<file path="config.mk">
export PLATFORM = sky130hd
export DESIGN_NAME = ov7670_sccb_writer
export DESIGN_NICKNAME = d
export VERILOG_FILES = /design/src/rtl/sccb_pkg.sv /design/src/rtl/sccb_quarter_tick.sv /design/src/rtl/ov7670_sccb_writer.sv
export SDC_FILE = /design/constraint.sdc
export NUM_CORES = 1
export LEC_CHECK = 0
export BUFFER_PORTS_ARGS = -buffer_cell sky130_fd_sc_hd__buf_4
export CORE_MARGIN = 2
export CORE_UTILIZATION = 25
export DETAILED_ROUTE_END_ITERATION = 10
export SYNTH_ARGS = -nofsm -noshare
export SYNTH_HDL_FRONTEND = slang
export SYNTH_SLANG_ARGS = --single-unit
</file>
<file path="constraint.sdc">
create_clock -name clk -period 4.7 [get_ports clk]
set_clock_uncertainty 0.05 [all_clocks]
set_input_delay 0.94 -clock clk [delete_from_list [all_inputs] [get_ports clk]]
set_output_delay 0.94 -clock clk [all_outputs]
set_load 0.03 [all_outputs]
</file>
<file path="src/rtl/sccb_pkg.sv">
// Shared definitions for the OV7670 SCCB 3-phase write master.
package sccb_pkg;

    // Transfer sequencer states; each non-idle, non-done state lasts one quarter tick.
    typedef enum logic [2:0] {
        ST_IDLE,
        ST_START_A,
        ST_START_B,
        ST_BIT,
        ST_STOP_A,
        ST_STOP_B,
        ST_STOP_C,
        ST_DONE
    } sccb_state_e;

    // Frame layout: ID byte, don't-care, reg addr, don't-care, value, don't-care.
    localparam int SCCB_BITS = 27;
    localparam int BIT_IDX_W = 5;

    localparam logic [BIT_IDX_W-1:0] DONTCARE_0 = BIT_IDX_W'(8);
    localparam logic [BIT_IDX_W-1:0] DONTCARE_1 = BIT_IDX_W'(17);
    localparam logic [BIT_IDX_W-1:0] DONTCARE_2 = BIT_IDX_W'(26);
    localparam logic [BIT_IDX_W-1:0] LAST_BIT   = BIT_IDX_W'(SCCB_BITS - 1);

    localparam logic [7:0] OV7670_WRITE_ID = 8'h42;

    localparam int                QUARTERS_PER_BIT = 4;
    localparam int                QTR_W            = 2;
    localparam logic [QTR_W-1:0]  QTR_LAST         = QTR_W'(QUARTERS_PER_BIT - 1);

    // True for the bit slots where the slave owns SIO_D and the master floats it.
    function automatic logic is_dontcare(input logic [BIT_IDX_W-1:0] idx);
        return (idx == DONTCARE_0) || (idx == DONTCARE_1) || (idx == DONTCARE_2);
    endfunction

    // Assemble the shifter image, MSB transmitted first; don't-care slots carry 0.
    function automatic logic [SCCB_BITS-1:0] build_frame(input logic [7:0]  id,
                                                         input logic [15:0] word);
        return {id, 1'b0, word[15:8], 1'b0, word[7:0], 1'b0};
    endfunction

endpackage

</file>
<file path="src/rtl/sccb_quarter_tick.sv">
// Quarter-bit divider: counts 0..Q-1 and pulses tick on Q-1; clear holds it at 0.
module sccb_quarter_tick #(
    parameter int Q = 1
) (
    input  logic clk,
    input  logic reset,
    input  logic clear,
    output logic tick
);
    localparam int              CNT_W = $clog2(Q + 1);
    localparam logic [CNT_W-1:0] LAST = CNT_W'(Q - 1);

    if (Q < 1) begin : g_q_invalid
        $error("sccb_quarter_tick: Q must be at least 1");
    end

    logic [CNT_W-1:0] cnt_q;

    assign tick = !clear && (cnt_q == LAST);

    // Free-running quarter counter, restarted whenever the writer is not mid-transfer.
    always_ff @(posedge clk) begin
        // NOTE: sequential state uses non-blocking assignments so every register
        // samples pre-edge values, independent of block ordering.
        if (reset || clear) begin
            cnt_q <= '0;
        end else if (cnt_q == LAST) begin
            cnt_q <= '0;
        end else begin
            cnt_q <= cnt_q + CNT_W'(1);
        end
    end

endmodule

</file>
<file path="src/rtl/ov7670_sccb_writer.sv">
// SCCB 3-phase write master: START, ID, reg addr, value, STOP per accepted word.
module ov7670_sccb_writer
    import sccb_pkg::*;
#(
    parameter int         CLK_FREQ_HZ  = 50_000_000,
    parameter int         SCCB_FREQ_HZ = 100_000,
    parameter logic [7:0] DEVICE_ID    = OV7670_WRITE_ID
) (
    input  logic        clk,
    input  logic        reset,
    input  logic        start,
    input  logic [15:0] data,
    output logic        ready,
    output logic        done,
    output logic        sio_c,
    output logic        sio_d_out,
    output logic        sio_d_oe
);
    localparam int Q = CLK_FREQ_HZ / (4 * SCCB_FREQ_HZ);

    sccb_state_e            state_q, state_d;
    logic [SCCB_BITS-1:0]   shift_q;
    logic [BIT_IDX_W-1:0]   bit_q;
    logic [QTR_W-1:0]       qtr_q;

    logic tick;
    logic div_clear;
    logic accept;
    logic last_qtr;
    logic last_bit;

    assign accept    = (state_q == ST_IDLE) && start;
    assign div_clear = (state_q == ST_IDLE) || (state_q == ST_DONE);
    assign last_qtr  = (qtr_q == QTR_LAST);
    assign last_bit  = (bit_q == LAST_BIT);

    sccb_quarter_tick #(
        .Q (Q)
    ) u_quarter_tick (
        .clk   (clk),
        .reset (reset),
        .clear (div_clear),
        .tick  (tick)
    );

    // State register.
    always_ff @(posedge clk) begin
        if (reset) begin
            state_q <= ST_IDLE;
        end else begin
            state_q <= state_d;
        end
    end

    // Next-state logic: every bus phase advances on the quarter tick.
    always_comb begin
        // NOTE: defaulting every combinational output first guarantees no latch
        // is inferred on paths that do not assign it.
        state_d = state_q;
        unique case (state_q)
            ST_IDLE:    if (start)                          state_d = ST_START_A;
            ST_START_A: if (tick)                           state_d = ST_START_B;
            ST_START_B: if (tick)                           state_d = ST_BIT;
            ST_BIT:     if (tick && last_qtr && last_bit)   state_d = ST_STOP_A;
            ST_STOP_A:  if (tick)                           state_d = ST_STOP_B;
            ST_STOP_B:  if (tick)                           state_d = ST_STOP_C;
            ST_STOP_C:  if (tick)                           state_d = ST_DONE;
            ST_DONE:                                        state_d = ST_IDLE;
            default:                                        state_d = ST_IDLE;
        endcase
    end

    // Shifter and bit/quarter counters; data is captured only at acceptance.
    always_ff @(posedge clk) begin
        if (reset) begin
            shift_q <= '0;
            bit_q   <= '0;
            qtr_q   <= '0;
        end else if (accept) begin
            shift_q <= build_frame(DEVICE_ID, data);
            bit_q   <= '0;
            qtr_q   <= '0;
        end else if ((state_q == ST_BIT) && tick) begin
            if (last_qtr) begin
                qtr_q   <= '0;
                shift_q <= shift_q << 1;
                if (!last_bit) begin
                    bit_q <= bit_q + BIT_IDX_W'(1);
                end
            end else begin
                qtr_q <= qtr_q + QTR_W'(1);
            end
        end
    end

    // Output decode: bus levels follow state and quarter; SIO_D moves only while SIO_C is low
    // except at the START and STOP edges.
    always_comb begin
        ready     = 1'b0;
        done      = 1'b0;
        sio_c     = 1'b1;
        sio_d_out = 1'b1;
        sio_d_oe  = 1'b1;
        unique case (state_q)
            ST_IDLE: begin
                ready = 1'b1;
            end
            ST_START_A: begin
                sio_d_out = 1'b0;
            end
            ST_START_B: begin
                sio_c     = 1'b0;
                sio_d_out = 1'b0;
            end
            ST_BIT: begin
                sio_c     = (qtr_q == QTR_W'(1)) || (qtr_q == QTR_W'(2));
                sio_d_out = shift_q[SCCB_BITS-1];
                sio_d_oe  = !is_dontcare(bit_q);
            end
            ST_STOP_A: begin
                sio_c     = 1'b0;
                sio_d_out = 1'b0;
            end
            ST_STOP_B: begin
                sio_d_out = 1'b0;
            end
            ST_STOP_C: begin
                sio_d_out = 1'b1;
            end
            ST_DONE: begin
                done = 1'b1;
            end
            default: begin
                ready = 1'b0;
            end
        endcase
    end

endmodule

</file>
Yosys cells after proc, flatten, opt, wreduce, memory -nomap -nowiden. Cells that the tools add are included.

Add/sub/neg operators: 3. Eq/ne operators: 21. Mux-type cells: 17. Bitwise operators: 1. Reductions and logical operators: 23.

Operators with widths (number): $mux 26 (3); $pmux 3 s8 (1); $mux 3 (7); $ne 2x2->1 const B (7); $eq 3x3->1 const B (4); $eq 5x5->1 const B (2); $add 7x1->7 const B (1); $eq 7x7->1 const B (1); $reduce_and 7->1 (1); $eq 3x2->1 const B (2); $reduce_or 2->1 (3); $add 5x1->5 const B (1); $eq 5x4->1 const B (1); $logic_and 1x1->1 (5); $logic_or 1x1->1 (5); $eq 2x2->1 const B (2); $pmux 1 s2 (2); $reduce_and 2->1 (2); $reduce_bool 2->1 (2); $reduce_or 4->1 (1); $eq 3x1->1 const B (1); $logic_not 3->1 (1); $mux 1 (3); $reduce_and 3->1 (1); 5 further kinds (6).

Register bits after elaboration: 43. Input bits: 19. Word-level logic and storage cells: 71.

Logic depth before layout (Yosys ltp). Gate-level depths: netlist (run 1).

Depth after elaboration: 8. Gate-level depth with buffers: 9. Mapped depth without buffers: 7.

Modules after synthesis. Synthesis (run 1) repeated with hierarchy kept, for this count alone.

Cell total of the unflattened synthesis: 249. Area total of the unflattened synthesis: 2157.1 µm².

Modules (own cells, without submodules): ov7670_sccb_writer (instances 1, cells an instance 213, area each 1838.0 µm², sequential area each 720.7 µm²); sccb_quarter_tick (instances 1, cells an instance 36, area each 319.1 µm², sequential area each 140.1 µm²).

Worst setup path after synthesis (run 1). Ideal clock, no wire load.

Kind: register to output. Start: register state_q[0]. End: output port sio_d_out. Arrival time: 1.559 ns. Data required time: 3.710 ns. Path slack: 2.151 ns. Cell stages (with the launch flop): 6. Cells stage by stage: dfxtp_1 -> ha_1 -> buf_4 -> nor3_1 -> a21oi_1 -> o21ai_0.

Cells in the longest elaborated chain, start to end: 3. Elaborated cells between the ends (all ways): 7.

Ends and longest elaborated chain: from (decl) (line ov7670_sccb_writer.sv:21) `sccb_state_e state_q, state_d;`; from (signal assigned) (line ov7670_sccb_writer.sv:51) `state_q <= state_d;`; $eq 3x3->1 (tied with other cells) (line ov7670_sccb_writer.sv:104) `unique case (state_q)`; $reduce_or 4->1 (no source line); $pmux 1 s2 (*) (line ov7670_sccb_writer.sv:104); to (decl) (line ov7670_sccb_writer.sv:16) `output logic sio_d_out,`.

Every way passes the cells marked *; elsewhere a longest branch is shown, timed or not.

Worst setup path after layout (run 1).
Start: register state_q[0]. End: register shift_q[6].

Cells in the longest elaborated chain, start to end: 7. Elaborated cells between the ends (all ways): 12.

Ends and longest elaborated chain: $eq 3x3->1 or $logic_not 3->1 (tied branches) (line ov7670_sccb_writer.sv:33, ov7670_sccb_writer.sv:32); $logic_or 1x1->1 (line ov7670_sccb_writer.sv:33) `assign div_clear = (state_q == ST_IDLE) || (state_q == ST_DONE);`; $logic_not 1->1 (line sccb_quarter_tick.sv:19) `assign tick = !clear && (cnt_q == LAST);`; $logic_and 1x1->1 (line sccb_quarter_tick.sv:19); $logic_and 1x1->1 (line ov7670_sccb_writer.sv:83) `end else if ((state_q == ST_BIT) && tick) begin`; $reduce_bool 2->1 (no source line); $reduce_and 2->1 (no source line); to (signal assigned) (line ov7670_sccb_writer.sv:80) `shift_q <= build_frame(DEVICE_ID, data);`; to (signal assigned) (line ov7670_sccb_writer.sv:86) `shift_q <= shift_q << 1;`; to (decl) (line ov7670_sccb_writer.sv:22) `logic [SCCB_BITS-1:0] shift_q;`.

Parallel ways exist; a longest one is shown, timed or not. A chain may end at the register's enable or synchronous reset.

==> reports/results.ini, run 1 <==
[global_routing]
track_usage_pct=9.99
overflow=0
antenna_found_initial=0
grt_max_degree=25
grt_pass1_vias=1548
grt_pass1_wl_um=7020

[worst_setup_path]
arrival_ns=2.91
reg2reg_depth=6
cp_slowest_cell=nor4_4
setup.worst_path.end_class=flop
timing.rr.start=state_q[0]$_SDFFE_PP0P_
crit_path_start=state_q[0]$_SDFFE_PP0P_
crit_required_ns=4.84
worstPathMaxFanout=19
rrSetupSlack_ns=1.93
reg2reg_to=shift_q[6]$_SDFFE_PP0P_
critPathLaunchType=flop
path_cells=ha_1 > or3b_1 > nor4_4 > nor2_1 > nand2_1 > a21oi_1
worstSetupPathType=reg2reg
cpPeakStageDelay_ns=0.70

[timing]
worst_slew_pin_slew_ns=0.904
fmax_mhz=361
rsz0062_at_grt=no
max-slew-margin-rel_pct=39.3
period_share_pct=58.9
report.final.setup_viol=0
period_needed_ns=2.77
postLayoutSetupSlackWorst_ns=1.93
drv_slew=0
hold_viol=0
tns_ns=0

[worst_hold_path]
whs_path_depth=2
hold_start=shift_q[13]$_SDFFE_PP0P_
hold_end=shift_q[13]$_SDFFE_PP0P_
hold_path_class=reg2reg

[run_status]
outcome=completed

[synthesis]
synth.distinct_cells=36
synthCells=238
synth_edf_count=0
async_flop_share_pct=0
synth_area_um2=1980
ys.flop_type=dfxtp_1
synth_nets=268
synth_warnings=0
ys_seq_area_share_pct=43.4
avgSynthCellArea_um2=8.34
ys_seq_elements=43

[clock_network]
insertion_delay_ns=0.30
h-tree-depth=2
ctsResizeCount=0
cts_tree=done
cts_buffers=5
clock_path_buffers=2
cts_root_buf=clkbuf_8
clkSlewWorstSetupHoldPaths_ns=0.09
postCtsSetupRepairBufs=0
clkSinkCount=43
cts_hold_buffers=0

[floorplan]
dieWidth_um=93.1
start_util_pct=25.7
coreArea_um2=7730
dieArea_um2=8670
io-pin-count=24
rows=32
chipHeight_um=93.1

[routing]
postRouteAntennaNets=0
wire_per_inst_um=11.4
num_vias=1653
wl_um=4120
viasPerCell=4.59
drc=0
drtIter0Drc=102
firstDrtPassIters=4

[layout]
final_common_cell=dfxtp_1
final_area_um2=2350
nNetsFinal=287
diodes=0
drive_gt1_share_pct=13.2
final_cell_mix=43 x dfxtp_1, 40 x nand2_1, 27 x a21oi_1
syn2layout_area_growth_pct=18.4
final_util_pct=30.4

[pwr]
power.density_nw_per_um2=426
p_leak_nw=0.847
ir_drop_v=0.000167
p_total_mw=1.00

[flow_run]
maxCapViolations=0

[placement]
place_area_um2=2240
port_buffers=23
place_congestion=0.799
place_ws_ns=1.93
dpl.hpwl_um=2910

[metrics by stage]
step | instances | hold WS, ns
floorplan | 238 | 0.382
global placement | 352 | 0.391
detailed placement | 352 | 0.396
CTS | 360 | 0.409
global route | 360 | 0.422
finish | 360 | 0.409
[synthesized netlist by cell type (all sizes together), types with 2 or more instances]
cell type	number	area share [%]
dfxtp	43	43
nand2	40	7.6
a21oi	27	6.8
nor2	24	4.5
a22oi	14	5.3
ha	11	6.9
inv	10	1.9
nor3	8	2.0
buf	7	1.8
xor2	7	3.1
nand3	6	1.5
clkbuf	5	0.95
and2	4	1.3
nor4	4	2.0
mux2i	3	1.5
nand4	3	0.95
a31oi	2	0.63
nand4b	2	0.88
o21ai	2	0.50
or3	2	0.63
xnor2	2	0.88
[sequential cells by signal, indices dropped and copies added (netlist names)]
| register | flops |
|---|---|
| u_quarter_tick.cnt_q | 7 |
| shift_q | 26 |
| qtr_q | 2 |
| bit_q | 5 |
| state_q | 3 |
[area by class of cell]
class                           count  area (um^2)
Timing Repair Buffer               24          180
Sequential cell                    43          861
Fill cell                         843         5380
Clock inverter                      3         43.8
Multi-Input combinational cell    173         1030
Inverter                           10         37.5
Clock buffer                        5         68.8
Tap cell                          102          128
[cell families (layout without fill, tap and decap cells)]
group / after synthesis / count (layout) / share of synthesized area (%)
flops: 43 / 43 / 43.4
xor+xnor: 9 / 9 / 3.97
compound gates: 51 / 51 / 15.8
simple gates: 98 / 98 / 23.1
buf+inv: 22 / 42 / 4.67
fa+ha+maj: 11 / 11 / 6.94
mux: 4 / 4 / 2.08
[where the power goes]
part / switching, mW / internal [mW]
Combinational: 0.169 / 0.103
Sequential: 0.0281 / 0.407
Clock: 0.135 / 0.158
Total: 0.332 / 0.668
[layer usage]
layer | global-route usage, % | wire, um | up-vias
li1 | - | - | 858
met1 | 12.5 | 1960 | 755
met2 | 16.5 | 1900 | 34
met3 | 2.90 | 201 | 6
met4 | 3.31 | 55 | 0
met5 | 0 | 0 | -
[worst max path at each step]
stage | to | slack (ns) | depth (start not counted)
floorplan | sio_d_out | 2.15 | 5
global placement | shift_q[17]$_SDFFE_PP0P_ | 2.01 | 7
detailed placement | shift_q[2]$_SDFFE_PP0P_ | 1.93 | 7
CTS | shift_q[6]$_SDFFE_PP0P_ | 1.93 | 7
global route | shift_q[6]$_SDFFE_PP0P_ | 1.65 | 6
finish | shift_q[6]$_SDFFE_PP0P_ | 1.93 | 6
[worst max-delay path: cells and delay by family, from the launching register on]
kind / cells / cell delay, ns
AOI/OAI and AO/OA: 1 / 0.08
adders and majority gates: 1 / 0.37
DFF: 1 / 0.39
and+or+nand+nor: 4 / 1.75
No activity file was read; power rests on OpenSTA's default activity.
==> run 2: changes to the inputs <==
--- a/config.mk
+++ b/config.mk
@@ -5,6 +5,7 @@
 export SDC_FILE = /design/constraint.sdc
 export NUM_CORES = 1
 export LEC_CHECK = 0
+export ABC_AREA = 1
 export BUFFER_PORTS_ARGS = -buffer_cell sky130_fd_sc_hd__buf_4
 export CORE_MARGIN = 2
 export CORE_UTILIZATION = 25
==> constraint.sdc (replaced) <==
create_clock -name clk -period 2.5 [get_ports clk]
set_clock_uncertainty 0.05 [all_clocks]
set_input_delay 0.5 -clock clk [delete_from_list [all_inputs] [get_ports clk]]
set_output_delay 0.5 -clock clk [all_outputs]
set_load 0.03 [all_outputs]
==> run 2 against run 1 <==
Net effect: register-to-register slack lost 1.5 ns; sequential cell count did not move; critical path type is now reg2out; highest routed layer unchanged; clock-buffer cell count up 1; worst hold slack hardly changed; wire length up 6.3%; non-clock buffer count did not move; clock power rose by 36%; area after synthesis up 12%; final area up 7.9%; sequential share of layout area shrank 2.7 points.
==> reports/results.ini, run 2 <==
[clock_network]
h-tree-depth=2  ; unchanged
cts_root_buf=clkbuf_8
ctsResizeCount=0  ; unchanged
cts_buffers=5  ; unchanged
clock_path_buffers=2  ; unchanged
cts_tree=done
clkSinkCount=43  ; unchanged
clkSlewWorstSetupHoldPaths_ns=0.07  ; -0.02 ns
insertion_delay_ns=0.29  ; about the same
cts_hold_buffers=0  ; unchanged
postCtsSetupRepairBufs=0  ; unchanged

[worst_setup_path]
cp_slowest_cell=dfxtp_1
setup.worst_path.end_class=output port
cpPeakStageDelay_ns=0.39  ; -0.31 ns
worstPathMaxFanout=7  ; -12
arrival_ns=1.63  ; -1.28 ns
crit_top_cell=inv_1
critPathLaunchType=flop
path_cells=ha_1 > inv_1 > nor2_4 > inv_1 > o211ai_1 > o21ai_0 > buf_4
worstSetupPathType=reg2out
crit_required_ns=1.95  ; -2.89 ns

[layout]
largest_register_ffs=26  ; unchanged
finalNonFillerCells=424  ; +18%
final_common_cell=nand2_1
largest_register=shift_q
final_cell_mix=61 x nand2_1, 43 x dfxtp_1, 32 x nor2_1
reg.largest.list=shift_q: 26 flops, u_quarter_tick.cnt_q: 7 flops, bit_q: 5 flops
diodes=0  ; unchanged
syn2layout_area_growth_pct=13.6
final_area_um2=2540  ; +7.9%
nNetsFinal=347  ; +21%
drive_gt1_share_pct=14.6  ; +1.4 points

[synthesis]
synth_warnings=0  ; unchanged
synth_area_um2=2230  ; +12%
synth_top_cell_by_area=dfxtp_1
yosysMostFrequentCell=nand2_1
synth.distinct_cells=30  ; -17%
async_flop_share_pct=0  ; unchanged
synth_edf_count=0  ; unchanged
ys_top_cells_by_area=dfxtp_1 39%, nand2_1 10%, nand3_1 7.0%, a21oi_1 6.7%, ha_1 6.2%
synth_common_cells=61 x nand2_1, 43 x dfxtp_1, 32 x nor2_1
ys_seq_elements=43  ; unchanged
avgSynthCellArea_um2=7.52  ; -9.9%
ys_seq_area_share_pct=38.6  ; -4.8 points
synth_nets=327  ; +22%
ys.flop_type=dfxtp_1
synth_top_area_share_pct=38.6  ; -4.8 points
synthCells=297  ; +25%

[floorplan]
dieArea_um2=9700  ; +12%
io-pin-count=24  ; unchanged
dieWidth_um=98.5  ; +5.8%
coreArea_um2=8680  ; +12%
rows=34  ; +6.3%
chipHeight_um=98.5  ; +5.8%
start_util_pct=25.7  ; +0.041 points

[timing]
max-slew-margin-rel_pct=72.9  ; +34 points
drv_slew=0  ; unchanged
worst_slew_pin_slew_ns=0.407  ; -0.497 ns
period_needed_ns=2.18
fmax_mhz=459
tns_ns=0  ; unchanged
period_share_pct=87.1
postLayoutSetupSlackWorst_ns=0.323  ; -1.61 ns
report.final.setup_viol=0  ; unchanged
hold_viol=0  ; unchanged
rsz0062_at_grt=no

[global_routing]
track_usage_pct=9.66  ; -0.33 points
grt_pass1_vias=1814  ; +17%
grt_max_degree=26  ; +4.0%
grt_pass1_wl_um=7960  ; +13%
overflow=0  ; unchanged
antenna_found_initial=0  ; unchanged

[routing]
postRouteAntennaNets=0  ; unchanged
drc=0  ; unchanged
viasPerCell=4.57  ; -0.40%
wl_um=4380  ; +6.3%
wire_per_inst_um=10.3  ; -9.8%
drtIter0Drc=68  ; -33%
num_vias=1939  ; +17%
firstDrtPassIters=4  ; unchanged

[placement]
dpl.hpwl_um=3120  ; +7.4%
place_area_um2=2460  ; +10%
place_congestion=0.788  ; -1.3%
place_ws_ns=0.464  ; -1.47 ns
dpl.cell_count=418  ; +19%
port_buffers=23  ; unchanged

[run_status]
outcome=completed

[pwr]
power.density_nw_per_um2=814  ; +91%
ir_drop_v=0.000266  ; +59%
p_leak_nw=1.02  ; +20%

[flow_run]
maxCapViolations=0  ; unchanged

[worst_hold_path]
hold_path_class=reg2reg

run 2: cell count changes after synthesis, sizes merged, moves of 5 or more:
cell / delta
o21ai: +10
nand2: +24
nor2: +13
inv: +16
nand3: +27
a21oi: +5
o21a: +14
nor3: -5
a22oi: -14
run 2: worst paths after layout:
path / slack [ns] / end / from / cells past startpoint
min reg2reg: 0.41 / shift_q[26]$_SDFFE_PP0P_ / shift_q[25]$_SDFFE_PP0P_ / 2
min: 0.41 / shift_q[26]$_SDFFE_PP0P_ / shift_q[25]$_SDFFE_PP0P_ / 2
max: 0.32 / sio_d_out / state_q[0]$_SDFFE_PP0P_ / 7
max reg2reg: 0.44 / shift_q[26]$_SDFFE_PP0P_ / state_q[0]$_SDFFE_PP0P_ / 9
run 2: power breakdown:
group | switching (mW) | internal [mW]
logic | 0.509 | 0.300
clock network | 0.213 | 0.186
registers | 0.0770 | 0.780
total | 0.798 | 1.27
run 2: logic make-up (layout without fill, tap and decap cells):
logic type | count (synthesis) | after routing | share of synthesized area [%]
simple gates | 141 | 141 | 29.7
compound gates | 60 | 60 | 15.5
flops | 43 | 43 | 38.6
buf+inv | 37 | 56 | 8.13
fa+ha+maj | 11 | 11 | 6.17
xor+xnor | 5 | 5 | 1.96
run 2: critical path: cells and delay by family, from the launching register on:
| kind | cells | cell delay [ns] |
|---|---|---|
| simple gates | 1 | 0.19 |
| compound gates | 2 | 0.21 |
| flops | 1 | 0.39 |
| buf+inv | 3 | 0.33 |
| fa+ha+maj | 1 | 0.22 |
run 2: through the flow:
stage	power [mW]	utilization [%]	hold WS, ns
detailed placement	1.68	28.4	0.400
CTS	2.09	29.2	0.412
floorplan	1.51	-	0.380
finish	2.06	29.2	0.409
global route	2.24	29.2	0.416
global placement	1.68	28.4	0.392
run 2: layout make-up:
cell class / instances / area, um^2
fill: 960 / 6140
multi-input combinational: 217 / 1190
sequential: 43 / 861
timing repair buffer: 24 / 180
tap: 108 / 135
inverter: 26 / 97.6
clock buffer: 6 / 72.6
run 2: routing by layer:
layer  part of all wire (%)  global-route usage, %  vias up  routed length, um
met5                      0                      0        -                  0
met3                    4.4                   2.55        8                191
met1                     49                   13.0      889               2150
met4                    1.3                   2.85        0                 57
met2                     45                   15.3       37               1980
li1                       -                      -     1005                  -
==> run 3: changes to the inputs <==
--- a/config.mk
+++ b/config.mk
@@ -7,9 +7,12 @@
 export LEC_CHECK = 0
 export ABC_AREA = 1
 export BUFFER_PORTS_ARGS = -buffer_cell sky130_fd_sc_hd__buf_4
+export CELL_PAD_IN_SITES_DETAIL_PLACEMENT = 0
+export CELL_PAD_IN_SITES_GLOBAL_PLACEMENT = 1
 export CORE_MARGIN = 2
 export CORE_UTILIZATION = 25
 export DETAILED_ROUTE_END_ITERATION = 10
+export PLACE_DENSITY_LB_ADDON = 0.1
 export SYNTH_ARGS = -nofsm -noshare
 export SYNTH_HDL_FRONTEND = slang
 export SYNTH_SLANG_ARGS = --single-unit
==> run 3 against run 2 <==
Net effect: utilization up 0.26 points; via count down 2.9%; register-to-register slack about the same; sequential share of layout area down 0.30 points; fmax down 0.80%; wire length up 15%; critical path depth unchanged; sequential cell count unchanged; final area up 0.89%; highest routed layer unchanged; worst hold slack better by 0.0027 ns; clock power up 15%; total power up 4.2%.
==> reports/results.ini, run 3 (synthesis gave the netlist of run 2 again) <==
[run_status]
outcome=completed

[routing]
wire_per_inst_um=11.8  ; +14%
firstDrtPassIters=6  ; +2
num_vias=1882  ; -2.9%
postRouteAntennaNets=0  ; unchanged
wl_um=5020  ; +15%
viasPerCell=4.42  ; -3.4%
drc=0  ; unchanged
drtIter0Drc=62  ; -8.8%

[floorplan]
rows=34  ; unchanged
dieWidth_um=98.5  ; unchanged
dieArea_um2=9700  ; unchanged
coreArea_um2=8680  ; unchanged
io-pin-count=24  ; unchanged
chipHeight_um=98.5  ; unchanged
start_util_pct=25.7  ; unchanged

[pwr]
p_total_mw=2.15  ; +4.2%
ir_drop_v=0.000298  ; +12%
switchingPower_mw=0.844  ; +5.8%
power_frac_seq_pct=39.9  ; -1.6 points
power.density_nw_per_um2=840  ; +3.3%
switching_share_pct=39.3  ; +0.59 points
p_leak_nw=1.03  ; +1.4%
internal_power_mw=1.31  ; +3.2%
combPwrFrac_pct=38.8  ; -0.4 points
power.share.clock_pct=21.3  ; +2.0 points

[timing]
period_needed_ns=2.20  ; +0.0176 ns
rsz0062_at_grt=no
whs_ns=0.412  ; +0.00272 ns
worst_slew_pin_slew_ns=0.426  ; +0.0193 ns
report.final.setup_viol=0  ; unchanged
hold_viol=0  ; unchanged
tns_ns=0  ; unchanged
max-slew-margin-rel_pct=71.6  ; -1.3 points
fmax_mhz=456  ; -0.80%
period_share_pct=87.8  ; +0.70 points
drv_slew=0  ; unchanged

[worst_setup_path]
cpPeakStageDelay_ns=0.39  ; about the same
timing.rr.start=state_q[0]$_SDFFE_PP0P_
setup.worst_path.end_class=output port
arrival_ns=1.65  ; +0.02 ns
worstPathMaxFanout=7  ; unchanged
crit_top_cell=inv_1
crit_required_ns=1.95  ; about the same
worstSetupPathType=reg2out
reg2reg_to=bit_q[2]$_SDFFE_PP0P_
reg2reg_depth=10  ; +1
rrSetupSlack_ns=0.45  ; about the same
cp_slowest_cell=dfxtp_1
critPathLaunchType=flop
path_cells=ha_1 > inv_1 > nor2_4 > inv_1 > o211ai_1 > o21ai_0 > buf_4

[clock_network]
clkSinkCount=43  ; unchanged
postCtsSetupRepairBufs=0  ; unchanged
clkSlewWorstSetupHoldPaths_ns=0.08  ; about the same
insertion_delay_ns=0.29  ; about the same
h-tree-depth=2  ; unchanged
cts_root_buf=clkbuf_8
cts_tree=done
ctsResizeCount=0  ; unchanged
cts_buffers=5  ; unchanged
clock_path_buffers=2  ; unchanged
cts_hold_buffers=0  ; unchanged

[layout]
nNetsFinal=348  ; +0.29%
largest_register=shift_q
reg.largest.list=shift_q: 26 flops, u_quarter_tick.cnt_q: 7 flops, bit_q: 5 flops
final_area_um2=2560  ; +0.89%
final_cell_mix=61 x nand2_1, 43 x dfxtp_1, 32 x nor2_1
drive_gt1_share_pct=15.4  ; +0.85 points
final_common_cell=nand2_1
diodes=0  ; unchanged
syn2layout_area_growth_pct=14.6
largest_register_ffs=26  ; unchanged

[global_routing]
grt_pass1_wl_um=8730  ; +9.7%
antenna_found_initial=0  ; unchanged
grt_pass1_vias=1836  ; +1.2%
track_usage_pct=10.9  ; +1.2 points
overflow=0  ; unchanged
grt_max_degree=26  ; unchanged

[placement]
place_congestion=0.743  ; -5.7%
port_buffers=23  ; unchanged
dpl.hpwl_um=3460  ; +11%
place_area_um2=2470  ; +0.30%

[worst_hold_path]
hold_end=shift_q[1]$_SDFFE_PP0P_
hold_start=data[0]
hold_path_class=in2reg
whs_path_depth=3  ; +1

[flow_run]
maxCapViolations=0  ; unchanged

## run 3: cell types whose count changed in the layout (fill, tap and decap cells not counted)
| cell | before | now |
|---|---|---|
| buf_4 | 24 | 25 |
| clkbuf_1 | 1 | 0 |
| clkinv_2 | 0 | 1 |
| clkbuf_8 | 5 | 6 |
## run 3: per-stage QoR
stage          instances  util [%]  worst slack (ns)
3_5_place_dp         419      28.5             0.413
5_1_grt              426      29.5            0.0589
3_3_place_gp         419      28.5             0.433
2_1_floorplan        297         -             0.430
4_1_cts              426      29.5             0.250
6_report             426      29.5             0.305
## run 3: power by group through the flow
stage	sequential (mW)	clock [mW]	combinational, mW
after floorplan	0.839	0	0.669
after global routing	0.874	0.506	0.948
after detailed placement	0.876	0	0.851
after CTS	0.860	0.479	0.854
final	0.858	0.457	0.835
after global placement	0.875	0	0.859
## run 3: worst max-delay path by stage
| stage | from | slack, ns | to |
|---|---|---|---|
| finish | state_q[1]$_SDFFE_PP0P_ | 0.30 | sio_d_out |
| global route | state_q[1]$_SDFFE_PP0P_ | 0.06 | sio_d_out |
| CTS | state_q[1]$_SDFFE_PP0P_ | 0.25 | sio_d_out |
| detailed placement | state_q[0]$_SDFFE_PP0P_ | 0.41 | bit_q[1]$_SDFFE_PP0P_ |
| global placement | state_q[0]$_SDFFE_PP0P_ | 0.43 | bit_q[3]$_SDFFE_PP0P_ |
| floorplan | state_q[0]$_SDFFE_PP0P_ | 0.43 | sio_d_out |
## run 3: final cells by class
class	instances	area [um^2]
sequential	43	861
clock buffer	6	82.6
tap	108	135
multi-input combinational	217	1190
inverter	26	97.6
clock inverter	1	5.00
fill	990	6120
timing repair buffer	25	188
## run 3: critical path, delay by kind of cell (launching register included)
family | cells | cell delay [ns]
fa+ha+maj | 1 | 0.20
simple gates | 1 | 0.22
flops | 1 | 0.39
compound gates | 2 | 0.22
buf+inv | 3 | 0.34
## run 3: metal layers
| layer | vias up | GRT usage [%] | part of all wire, % |
|---|---|---|---|
| met3 | 7 | 2.27 | 3.3 |
| met5 | - | 0 | 0 |
| met2 | 24 | 17.7 | 46 |
| met4 | 0 | 3.48 | 1.3 |
| li1 | 1004 | - | - |
| met1 | 847 | 14.5 | 49 |
